File: config.mk
export PLATFORM = sky130hd
export DESIGN_NAME = ram_lsu_ctrl
export DESIGN_NICKNAME = d
export VERILOG_FILES = /design/src/rtl/ram_lsu_ctrl.sv
export SDC_FILE = /design/constraint.sdc
export NUM_CORES = 1
export LEC_CHECK = 0
export ABC_AREA = 1
export CELL_PAD_IN_SITES_DETAIL_PLACEMENT = 1
export CELL_PAD_IN_SITES_GLOBAL_PLACEMENT = 2
export CORE_MARGIN = 2
export CORE_UTILIZATION = 28
export DETAILED_ROUTE_END_ITERATION = 16
export PLACE_DENSITY = 0.87
export SLEW_MARGIN = 0
export SYNTH_ARGS = -nofsm -noshare
export SYNTH_HDL_FRONTEND = slang
export SYNTH_SLANG_ARGS = --single-unit
File: constraint.sdc
create_clock -name clk -period 5.2 [get_ports clk]
set_input_delay 1.04 -clock clk [delete_from_list [all_inputs] [get_ports clk]]
set_output_delay 1.04 -clock clk [all_outputs]
set_load 0.1 [all_outputs]
File: src/rtl/ram_lsu_ctrl.sv
// Load/store unit controller for a single-port-per-direction word RAM.
// Handles byte/half/word accesses, sub-word stores by read-modify-write, and alignment/range errors.
module ram_lsu_ctrl #(
  parameter int DW = 32,
  parameter int AW = 12
) (
  input  logic          clk,
  input  logic          rst,

  input  logic          req_valid,
  output logic          req_ready,
  input  logic          req_we,
  input  logic [31:0]   req_addr,
  input  logic [1:0]    req_size,
  input  logic          req_unsigned,
  input  logic [31:0]   req_wdata,

  output logic          rsp_valid,
  input  logic          rsp_ready,
  output logic [31:0]   rsp_rdata,
  output logic          rsp_err,

  output logic          ram_w_en,
  output logic [AW-1:0] ram_w_addr_o,
  output logic [DW-1:0] ram_w_data_o,
  output logic          ram_r_en,
  output logic [AW-1:0] ram_r_addr_o,
  input  logic [DW-1:0] ram_r_data_i
);

  typedef enum logic [2:0] {
    IDLE,
    RD,
    DATA,
    WR,
    RSP
  } state_t;

  localparam logic [1:0] SIZE_BYTE = 2'b00;
  localparam logic [1:0] SIZE_HALF = 2'b01;
  localparam logic [1:0] SIZE_WORD = 2'b10;

  state_t        state;
  logic          we_q;
  logic [1:0]    size_q;
  logic          uns_q;
  logic [15:0]   wdata_q;
  logic [1:0]    lane_q;
  logic [AW-1:0] addr_q;

  logic          req_err;
  logic [DW-1:0] shifted;
  logic [DW-1:0] load_val;
  logic [DW-1:0] merged;

  assign req_err = (req_size == 2'b11)
                || (req_size == SIZE_HALF && req_addr[0])
                || (req_size == SIZE_WORD && req_addr[1:0] != 2'b00)
                || (|req_addr[31:AW+2]);

  // NOTE: every variable written in always_comb gets a default first, so no latch is inferred.
  always_comb begin
    shifted  = ram_r_data_i >> {lane_q, 3'b000};
    load_val = ram_r_data_i;
    case (size_q)
      SIZE_BYTE: load_val = uns_q ? {{(DW-8){1'b0}}, shifted[7:0]}
                                  : {{(DW-8){shifted[7]}}, shifted[7:0]};
      SIZE_HALF: load_val = uns_q ? {{(DW-16){1'b0}}, shifted[15:0]}
                                  : {{(DW-16){shifted[15]}}, shifted[15:0]};
      default:   load_val = ram_r_data_i;
    endcase
  end

  // Sub-word store: splice the new lane into the word just read, leaving other lanes intact.
  always_comb begin
    merged = ram_r_data_i;
    if (size_q == SIZE_BYTE) merged[{lane_q, 3'b000} +: 8] = wdata_q[7:0];
    else                     merged[{lane_q[1], 4'b0000} +: 16] = wdata_q[15:0];
  end

  // NOTE: sequential state uses non-blocking assignments so every register samples pre-edge values.
  always_ff @(posedge clk or negedge rst) begin
    if (!rst) begin
      state        <= IDLE;
      req_ready    <= 1'b0;
      rsp_valid    <= 1'b0;
      rsp_err      <= 1'b0;
      rsp_rdata    <= '0;
      ram_w_en     <= 1'b0;
      ram_w_addr_o <= '0;
      ram_w_data_o <= '0;
      ram_r_en     <= 1'b0;
      ram_r_addr_o <= '0;
      we_q         <= 1'b0;
      size_q       <= '0;
      uns_q        <= 1'b0;
      wdata_q      <= '0;
      lane_q       <= '0;
      addr_q       <= '0;
    end else begin
      case (state)
        IDLE: begin
          if (req_valid && req_ready) begin
            req_ready <= 1'b0;
            we_q      <= req_we;
            size_q    <= req_size;
            uns_q     <= req_unsigned;
            wdata_q   <= req_wdata[15:0];
            lane_q    <= req_addr[1:0];
            addr_q    <= req_addr[AW+1:2];
            if (req_err) begin
              state     <= RSP;
              rsp_valid <= 1'b1;
              rsp_err   <= 1'b1;
              rsp_rdata <= '0;
            end else if (req_we && req_size == SIZE_WORD) begin
              state        <= WR;
              ram_w_en     <= 1'b1;
              ram_w_addr_o <= req_addr[AW+1:2];
              ram_w_data_o <= req_wdata;
            end else begin
              // Loads and sub-word stores both start with a RAM read.
              state        <= RD;
              ram_r_en     <= 1'b1;
              ram_r_addr_o <= req_addr[AW+1:2];
            end
          end else begin
            req_ready <= 1'b1;
          end
        end
        RD: begin
          ram_r_en <= 1'b0;
          state    <= DATA;
        end
        DATA: begin
          if (we_q) begin
            state        <= WR;
            ram_w_en     <= 1'b1;
            ram_w_addr_o <= addr_q;
            ram_w_data_o <= merged;
          end else begin
            state     <= RSP;
            rsp_valid <= 1'b1;
            rsp_err   <= 1'b0;
            rsp_rdata <= load_val;
          end
        end
        WR: begin
          ram_w_en  <= 1'b0;
          state     <= RSP;
          rsp_valid <= 1'b1;
          rsp_err   <= 1'b0;
          rsp_rdata <= '0;
        end
        RSP: begin
          if (rsp_ready) begin
            state     <= IDLE;
            rsp_valid <= 1'b0;
            rsp_err   <= 1'b0;
            rsp_rdata <= '0;
            req_ready <= 1'b1;
          end
        end
        default: state <= IDLE;
      endcase
    end
  end

endmodule

==> impl_metrics.ini <==
[run_status]
status = finished, final reports clean

[sta]
hold_viol = 0
slew_headroom_pct = 29.9
rsz0062_at_grt = no
fin_worst_skew_ns = 0.0135
tightest_slew_ns = 1.05
fin_tns_setup_ns = 0
period_needed_ns = 3.03
finalSetupViolCount = 0
clock.fmax_ghz = 0.330
drv_slew = 0
fin_crit_sh_pct = 58.3

[worst_setup_path]
worstPathArrival_ns = 1.99
crit_path_top_delay_cell = clkdlybuf4s50_1
r2r.worst_path.cells = 9
max_stage_delay_ns = 1.19
critPathMaxFanout = 2
cp-end-kind = primary output
critPathTopFamily = buffers and inverters
timing.rr.end = rsp_rdata[27]$_DFFE_PN0P_
r2r_setup_slack_ns = 2.31
crit_buf_inv = 1
crit_chain = clkdlybuf4s50_1
worstPathRequired_ns = 4.16
crit-reg2reg-launch = size_q[1]$_DFFE_PN0P_
crit_type = reg -> out
startpoint_type = flop

[yosys]
ys.flop_type = dfrtp_1
yosysWarnings = 0
synth_edf_count = 0
yosysSeqAreaShare_pct = 41.4
synth-seq-cells = 130
syn-num-nets = 1299
ys_types = 23
syn-cell-area_um2 = 7850
avgSynthCellArea_um2 = 6.60
syn_inst = 1190
async_flop_share_pct = 100

[cells_and_area]
final_nets = 1454
layout_common_cells = nand2_1 (473), clkdlybuf4s50_1 (195), dfrtp_1 (130)
stdcell_count = 1737
areaGrowthSynthToFinish_pct = 35.7
final_common_cell = nand2_1
layout-drive-gt1-share_pct = 4.93

[job]
drv_cap = 0

[cts]
holdBufCountCts = 0
clock_latency_ns = 0.44
post_cts_buffers = 0
h-tree-depth = 4
cts_sinks = 130
tritoncts = yes
clockBufferDepth = 2
cts_resized = 0
path_clk_slew_ns = 0.07
clock-root-buffer = clkbuf_16
cts_made_buffers = 17

[power]
p_total_mw = 6.25
powerDensity_nw_per_um2 = 587
leakagePower_nw = 5.33
pwr-share-seq_pct = 24.6
p_int_mw = 2.81
clock_power_share_pct = 19.4
switching_power_mw = 3.44
swShare_pct = 55.0
vdd_ir_drop_max_mv = 0.216
p_comb_share_pct = 56.0

[floorplanning]
die-area_um2 = 29400
rows = 61
initial_core_util_pct = 28.3
num_io_pins = 197
core_region_area_um2 = 27700
fp.dieH_um = 171
fp.dieW_um = 171

[global_route]
overflow = 0
grt_pass1_wl_mm = 48.1
grt_max_degree = 86
grt_pass1_vias = 8851
antenna_found_initial = 2
track_usage_pct = 21.2

[place]
dp_cells = 1704
gp_congestion = 0.922
port_buffers = 196
hpwlAfterDp_mm = 22.3

[detailed_routing]
viasPerCell = 4.80
dr.first_iter.drc_count = 459
vias = 8344
post-route-drc-count = 0
wl_mm = 30.4
dr.pass1.iters = 5
wire_per_inst_um = 17.5
ant_nets = 0

[min_path]
holdCritPathClass = reg -> reg
min_from = ram_w_data_o[16]$_DFFE_PN0P_
min_to = ram_w_data_o[16]$_DFFE_PN0P_
min_path_cells = 2
==> synth_stat cells (4+ instances only) <==
library cell,number,area share [%]
buf_2,22,1.4
dfrtp_1,130,41
clkbuf_1,36,1.7
inv_2,4,0.19
o21ai_0,72,4.6
a21oi_1,40,2.5
nor2_1,94,4.5
nand4_1,46,3.7
nand3_1,122,7.8
nand2_1,473,23
buf_1,8,0.38
mux2_2,8,1.1
o21ai_1,10,0.64
inv_1,101,4.8
nor2_2,4,0.32
ha_1,5,0.80
buf_4,6,0.57
==> registers in the layout, summed over array words and instances, names as in the netlist, 2 cells and up <==
register      flops
addr_q           12
lane_q            2
ram_r_addr_o     12
ram_w_addr_o     12
ram_w_data_o     32
rsp_rdata        32
size_q            2
state             3
wdata_q          16
==> final cells by class <==
cell class | instances | area (um^2)
Tap cell | 378 | 473
Timing Repair Buffer | 208 | 2050
Fill cell | 3435 | 17100
Antenna cell | 1 | 2.50
Multi-Input combinational cell | 882 | 3890
Sequential cell | 130 | 3250
Inverter | 106 | 398
Clock inverter | 15 | 161
Clock buffer | 17 | 425
==> worst register-to-register path: cells and delay by family (launching register included) <==
kind          cells  cell delay [ns]
simple gates      6             1.37
buf+inv           3             1.08
flops             1             0.32
==> through the flow <==
stage	utilization, %	worst slack, ns	hold slack [ns]	area [um^2]
detailed placement	36.3	1.80	0.459	10100
finish	38.5	2.17	0.470	10700
CTS	38.5	2.12	0.475	10700
global placement	36.3	1.93	0.457	10100
global route	38.5	1.96	0.492	10700
floorplan	-	2.96	0.453	7850
==> power groups by stage <==
stage	Combinational [mW]	Clock, mW	Sequential (mW)
floorplan	1.38	0	2.71
global placement	3.46	0	1.55
detailed placement	3.51	0	1.55
CTS	3.53	1.25	1.54
global route	3.80	1.30	1.57
finish	3.51	1.21	1.54
==> cells by family after synthesis <==
group                    after synthesis  synth area share, %
AND/OR/NAND/NOR                      744                 39.4
buffers and inverters                178                 9.15
flip-flops                           130                 41.4
AO/OA/AOI/OAI                        125                 8.06
multiplexers                           8                 1.15
adder cells (fa/ha/maj)                5                0.797
==> worst max path at each step <==
stage | from | to | slack [ns] | cells after the start
2_1_floorplan | lane_q[1]$_DFFE_PN0P_ | ram_w_data_o[4]$_DFFE_PN0P_ | 2.96 | 15
3_3_place_gp | req_valid | ram_w_data_o[16]$_DFFE_PN0P_ | 1.93 | 8
3_5_place_dp | req_valid | ram_w_addr_o[4]$_DFFE_PN0P_ | 1.80 | 8
4_1_cts | ram_w_en$_DFFE_PN0P_ | ram_w_en | 2.12 | 1
5_1_grt | size_q[1]$_DFFE_PN0P_ | rsp_rdata[27]$_DFFE_PN0P_ | 1.96 | 9
6_report | ram_w_en$_DFFE_PN0P_ | ram_w_en | 2.17 | 1
==> metal layers <==
metal	up-vias	GRT usage, %	share of wire (%)
met1	4029	26.4	44
met5	-	0	0.043
met3	30	5.43	5.7
met4	2	5.27	1.5
li1	4091	-	-
met2	192	36.7	49
Note: power is estimated with default switching activity, not from simulation.
